===== config.mk =====
export PLATFORM = sky130hd
export DESIGN_NAME = reg_share_arbiter
export DESIGN_NICKNAME = d
export VERILOG_FILES = /design/src/rtl/reg_share_arbiter.sv
export SDC_FILE = /design/constraint.sdc
export NUM_CORES = 1
export LEC_CHECK = 0
export ABC_CLOCK_PERIOD_IN_PS = 3100
export CORE_MARGIN = 3
export CORE_UTILIZATION = 43
export DETAILED_ROUTE_END_ITERATION = 12
export PLACE_DENSITY_LB_ADDON = 0.3
export REMOVE_ABC_BUFFERS = 1
export SLEW_MARGIN = 40
export SYNTH_ARGS = -nofsm -noshare
export SYNTH_HDL_FRONTEND = slang
export SYNTH_SLANG_ARGS = --single-unit

===== constraint.sdc =====
create_clock -name CLK -period 3.1 [get_ports CLK]
set_input_delay 0.93 -clock CLK [delete_from_list [all_inputs] [get_ports CLK]]
set_output_delay 0.93 -clock CLK [all_outputs]
set_load 0.05 [all_outputs]

===== src/rtl/reg_share_arbiter.sv =====
// reg_share_arbiter: one shared storage register written by up to 16 requesters.
// Writers are granted round-robin. A granted writer may lock the register for
// exclusive multi-cycle ownership, and an optional hold timeout bounds the lock.
// OUT_READ behaves like a plain enabled register: a grant in one cycle shows up
// on OUT_READ the next cycle.
// Legal configurations: 1 <= nreq <= 16. A width of 0 is built as a 1-bit register.

module reg_share_arbiter #(
  parameter int width = 8,
  parameter logic [((width > 0) ? width : 1)-1:0] init = '0,
  parameter int nreq = 4,
  parameter int max_hold = 15
) (
  input  logic                                             CLK,
  input  logic                                             RST_N,
  input  logic [nreq-1:0]                                  IN_EN_WRITE,
  input  logic [nreq*((width > 0) ? width : 1)-1:0]        IN_WRITE,
  input  logic [nreq-1:0]                                  IN_LOCK,
  output logic [((width > 0) ? width : 1)-1:0]             OUT_READ,
  output logic [nreq-1:0]                                  OUT_GRANT,
  output logic                                             OUT_LOCKED,
  output logic [((nreq > 1) ? $clog2(nreq) : 1)-1:0]       OUT_OWNER,
  output logic                                             OUT_TIMEOUT
);

  // Effective data width, requester-index width and hold-counter width.
  localparam int W  = (width > 0) ? width : 1;
  localparam int PW = (nreq > 1) ? $clog2(nreq) : 1;
  localparam int HW = (max_hold > 0) ? $clog2(max_hold + 1) : 1;

  // Counter value seen in the last cycle a lock may last. It is unused when max_hold is 0.
  localparam logic [HW-1:0] HOLD_LAST = (max_hold > 0) ? HW'(max_hold - 1) : '0;

  typedef enum logic {
    ST_IDLE   = 1'b0,
    ST_LOCKED = 1'b1
  } state_t;

  state_t          state_q;
  logic [PW-1:0]   ptr_q;
  logic [PW-1:0]   owner_q;
  logic [HW-1:0]   hold_q;
  logic            locked_q;
  logic            timeout_q;
  // The register starts at init even before the first reset edge.
  logic [W-1:0]    read_q = init;

  logic [nreq-1:0] grant;
  logic            grant_any;
  logic [PW-1:0]   win_idx;
  logic [PW-1:0]   ptr_adv;
  logic [W-1:0]    win_data;
  logic            found;
  int              idx;
  int              nxt;
  logic [PW-1:0]   idx_v;

  // Grant selection: a rotating priority scan in IDLE, or owner-only while locked.
  always_comb begin
    // NOTE: every signal gets a default first, so no path leaves a value held and no latch is inferred.
    grant   = '0;
    win_idx = '0;
    found   = 1'b0;
    idx     = 0;
    idx_v   = '0;
    if (state_q == ST_LOCKED) begin
      // Other requesters are ignored, not queued. The owner is granted only when it asks to write.
      grant[owner_q] = IN_EN_WRITE[owner_q];
      win_idx        = owner_q;
    end else begin
      for (int k = 0; k < nreq; k++) begin
        idx = int'(ptr_q) + k;
        if (idx >= nreq) idx = idx - nreq;
        idx_v = PW'(idx);
        if (!found && IN_EN_WRITE[idx_v]) begin
          found        = 1'b1;
          win_idx      = idx_v;
          grant[idx_v] = 1'b1;
        end
      end
    end
    // No grant escapes while reset is held, whatever the requests are.
    if (!RST_N) grant = '0;
  end

  // Next pointer is (winner + 1) mod nreq; while locked the winner is the owner.
  always_comb begin
    nxt = int'(win_idx) + 1;
    if (nxt >= nreq) nxt = 0;
    ptr_adv  = PW'(nxt);
    win_data = IN_WRITE[int'(win_idx)*W +: W];
  end

  assign grant_any = |grant;

  // Arbitration FSM, shared register, pointer and hold counter, all with synchronous reset.
  always_ff @(posedge CLK) begin
    if (!RST_N) begin
      // NOTE: state updates use non-blocking assignments, so every register samples pre-edge values.
      state_q   <= ST_IDLE;
      ptr_q     <= '0;
      owner_q   <= '0;
      hold_q    <= '0;
      locked_q  <= 1'b0;
      timeout_q <= 1'b0;
      read_q    <= init;
    end else begin
      timeout_q <= 1'b0;
      if (grant_any) read_q <= win_data;
      case (state_q)
        ST_IDLE: begin
          if (grant_any) ptr_q <= ptr_adv;
          // Only the winner's lock request counts, and a lock needs a granted write.
          if (grant_any && IN_LOCK[win_idx]) begin
            state_q  <= ST_LOCKED;
            owner_q  <= win_idx;
            hold_q   <= '0;
            locked_q <= 1'b1;
          end
        end
        ST_LOCKED: begin
          if (grant_any) ptr_q <= ptr_adv;
          if (!IN_LOCK[owner_q]) begin
            // Voluntary release. This takes priority over a timeout in the same cycle.
            state_q  <= ST_IDLE;
            owner_q  <= '0;
            hold_q   <= '0;
            locked_q <= 1'b0;
          end else if ((max_hold > 0) && (hold_q == HOLD_LAST)) begin
            // Forced release. The pointer moves past the owner so it gets lowest priority.
            state_q   <= ST_IDLE;
            ptr_q     <= ptr_adv;
            owner_q   <= '0;
            hold_q    <= '0;
            locked_q  <= 1'b0;
            timeout_q <= 1'b1;
          end else if (max_hold > 0) begin
            hold_q <= hold_q + 1'b1;
          end
        end
        default: state_q <= ST_IDLE;
      endcase
    end
  end

  assign OUT_READ    = read_q;
  assign OUT_GRANT   = grant;
  assign OUT_LOCKED  = locked_q;
  assign OUT_OWNER   = owner_q;
  assign OUT_TIMEOUT = timeout_q;

endmodule


==> impl_metrics.env <==
export IMPL_status="finished with violations"
export IMPL_violations="setup timing"
export IMPL_path_class="in2out"
export IMPL_final_area_mm2=0.00299
export IMPL_worst_ep_arrival_time_ns=2.49
export IMPL_fp_dieH_um=72
export IMPL_syn_avg_cell_area_um2=8.22
export IMPL_rows=23
export IMPL_cts_path_max_buffers=2
export IMPL_placed_area_mm2=0.00269
export IMPL_power_switching_share_pct=47.0
export IMPL_timing_fmax_mhz=293
export IMPL_gp_congestion=0.887
export IMPL_clk_pin_slew_ns=0.07
export IMPL_synthArstFlopShare_pct=0
export IMPL_dp_cells=352
export IMPL_synth_warnings=0
export IMPL_combPwrFrac_pct=81.0
export IMPL_maxCapViolCount=0
export IMPL_dp_hpwl_mm=4.10
export IMPL_dieArea_mm2=0.00518
export IMPL_slew_headroom_pct=61.9
export IMPL_grt_pass1_wl_mm=8.69
export IMPL_wire_per_inst_um=15.2
export IMPL_io_pins=58
export IMPL_ys_ff_latch=19
export IMPL_htree_levels=1
export IMPL_syn_area_mm2=0.00187
export IMPL_dp_slack_ns=-0.796
export IMPL_setup_viol=4
export IMPL_clkSinkCount=19
export IMPL_track_usage_pct=20.3
export IMPL_synthCells=228
export IMPL_die_w_um=72
export IMPL_period_minus_slack_ns=3.42
export IMPL_start_kind="input port"
export IMPL_initial_core_util_pct=45.5
export IMPL_routed_wl_mm=5.65
export IMPL_ys_flop_type="dfxtp_1"
export IMPL_synth_edff_count=0
export IMPL_tightest_slew_ns=0.571
export IMPL_drt_pass1_iter_count=5
export IMPL_nets=372
export IMPL_fin_worst_skew_ns=0.00371
export IMPL_antenna_left=0
export IMPL_p_int_mw=1.63
export IMPL_hold_viol=0
export IMPL_overflow=0
export IMPL_grt_pass1_vias=1861
export IMPL_antenna_cells=0
export IMPL_p_leak_nw=1.22
export IMPL_drive_above_1_share_pct=32.1
export IMPL_seqPwrFrac_pct=13.4
export IMPL_required_ns=2.17
export IMPL_post_drt_via_cell_ratio=5.65
export IMPL_holdWs_ns=0.458
export IMPL_ys_types=55
export IMPL_endpoint_kind="output pin"
export IMPL_switchingPower_mw=1.45
export IMPL_syn2layout_area_growth_pct=59.6
export IMPL_peakVddDrop_mv=0.621
export IMPL_rsz0062_at_grt="yes"
export IMPL_setup_ws_ns=-0.316
export IMPL_route_detailed_drc=0
export IMPL_port_buffers=57
export IMPL_clk_latency_ns=0.26
export IMPL_grt_max_degree=21
export IMPL_ys_seq_area_share_pct=20.3
export IMPL_cts_root_buf="clkbuf_8"
export IMPL_p_clk_share_pct=5.6
export IMPL_cts_buffers=3
export IMPL_slew_viol_final=0
export IMPL_via_count=2095
export IMPL_crit_fanout=4
export IMPL_hold_class="reg2reg"
export IMPL_antenna_found_initial=0
export IMPL_min_period_over_period_pct=110
export IMPL_drt_iter0_drc=153
export IMPL_p_per_area_mw_per_mm2=1030
export IMPL_stdcell_count=371
export IMPL_core_mm2=0.00412
export IMPL_cts_tree="yes"
==> critical path, stage by stage <==
cell	delay, ns
buf_8	0.10
or3b_4	0.37
a2111o_1	0.43
nand3_4	0.14
buf_6	0.11
a311o_1	0.25
buf_12	0.16
==> state kept, by name, summed over array words and instances, names as in the netlist <==
signal,flops
OUT_READ,8
OUT_OWNER,2
state_q,1
ptr_q,2
OUT_LOCKED,1
hold_q,4
OUT_TIMEOUT,1
==> timing repair <==
action,4_1_cts,5_1_grt
endpoints found under the setup margin,22,21
setup buffers,2,10
pin swaps,15,14
hold buffers,0,0
gates resized for setup,32,32
cloned,0,3
==> synthesized netlist by cell type (3+ instances only) <==
master / instances / share of area [%]
o21ai_0: 16 / 4.3
nand3_1: 8 / 2.1
clkbuf_1: 6 / 1.2
mux4_2: 3 / 3.6
a21oi_1: 6 / 1.6
and2_1: 3 / 1.0
mux2_2: 8 / 4.8
a31oi_1: 4 / 1.3
nand4_1: 4 / 1.3
mux2_4: 3 / 2.4
mux2i_1: 16 / 8.6
o211ai_1: 13 / 5.2
nor2b_1: 5 / 1.7
inv_1: 7 / 1.4
nor3_1: 3 / 0.80
buf_2: 5 / 1.3
nor2_1: 11 / 2.2
dfxtp_1: 19 / 20
nand2_1: 31 / 6.2
buf_6: 5 / 3.0
and3_1: 3 / 1.0
ha_1: 8 / 5.3
==> power by group through the flow <==
| stage | clock network (mW) | logic (mW) | registers (mW) |
|---|---|---|---|
| 6_report | 0.173 | 2.49 | 0.414 |
| 5_1_grt | 0.190 | 2.67 | 0.425 |
| 4_1_cts | 0.177 | 2.19 | 0.410 |
| 3_5_place_dp | 0 | 2.11 | 0.415 |
| 3_3_place_gp | 0 | 2.08 | 0.413 |
| 2_1_floorplan | 0 | 1.07 | 0.665 |
==> through the flow <==
| stage | TNS [ns] | power (mW) | util (%) |
|---|---|---|---|
| after detailed placement | -11.98 | 2.53 | 65.5 |
| after floorplan | -10.80 | 1.74 | - |
| after global routing | -1.67 | 3.28 | 72.6 |
| final | -1.12 | 3.08 | 72.6 |
| after global placement | -11.38 | 2.49 | 65.5 |
| after CTS | -1.05 | 2.78 | 68.5 |
==> path summary, 6_finish.rpt <==
path,from,endpoint,slack [ns],cells past startpoint
worst max-delay path,IN_EN_WRITE[0],OUT_GRANT[1],-0.32,7
worst min-delay path,OUT_READ[7]$_SDFFE_PN0P_,OUT_READ[7]$_SDFFE_PN0P_,0.46,2
worst max register to register,ptr_q[1]$_SDFF_PN0_,OUT_OWNER[1]$_SDFFE_PN0P_,0.10,14
worst min register to register,OUT_READ[7]$_SDFFE_PN0P_,OUT_READ[7]$_SDFFE_PN0P_,0.46,2
==> cells by family (layout without fill, tap and decap cells) <==
family                   Yosys count  in the layout  share of synthesized area, %
AND/OR/NAND/NOR                   80             81                          21.4
AO/OA/AOI/OAI                     64             64                          24.4
multiplexers                      31             31                          20.6
buffers and inverters             25            117                          7.55
flip-flops                        19             19                          20.3
adder cells (fa/ha/maj)            8              8                          5.34
XOR/XNOR                           1              1                         0.468
==> area by class of cell <==
cell class | count | area (um2)
Fill cell | 294 | 1130
Tap cell | 50 | 62.6
Multi-Input combinational cell | 185 | 1470
Timing Repair Buffer | 106 | 1000
Inverter | 7 | 26.3
Clock buffer | 3 | 41.3
Sequential cell | 19 | 380
Clock inverter | 1 | 5.00
==> routing by layer <==
| metal | part of all wire, % | GRT usage (%) |
|---|---|---|
| met5 | 0 | 0 |
| met4 | 0.67 | 3.76 |
| met3 | 6.5 | 4.29 |
| met2 | 52 | 36.0 |
| met1 | 41 | 25.3 |
==> layout by cell type, fill, tap and decap left out, drive strengths merged, types with 2 or more instances in the layout <==
cell type / Yosys / final
buf: 12 / 55
clkdlybuf4s50: 0 / 48
nand2: 31 / 31
dfxtp: 19 / 19
o21ai: 19 / 19
mux2i: 17 / 17
o211ai: 13 / 13
nor2: 11 / 11
mux2: 11 / 11
ha: 8 / 8
nand3: 8 / 8
inv: 7 / 7
a21oi: 6 / 6
nor2b: 5 / 5
clkbuf: 6 / 5
nand4: 4 / 4
a31oi: 4 / 4
and2: 3 / 3
mux4: 3 / 3
and3: 3 / 3
or3: 2 / 3
nor3: 3 / 3
nand3b: 2 / 2
a311o: 2 / 2
nor3b: 2 / 2
a21o: 2 / 2
o311a: 2 / 2
or2: 2 / 2
a22oi: 2 / 2
a221oi: 2 / 2
o2111ai: 2 / 2
Power figures use the tool's default switching activity.
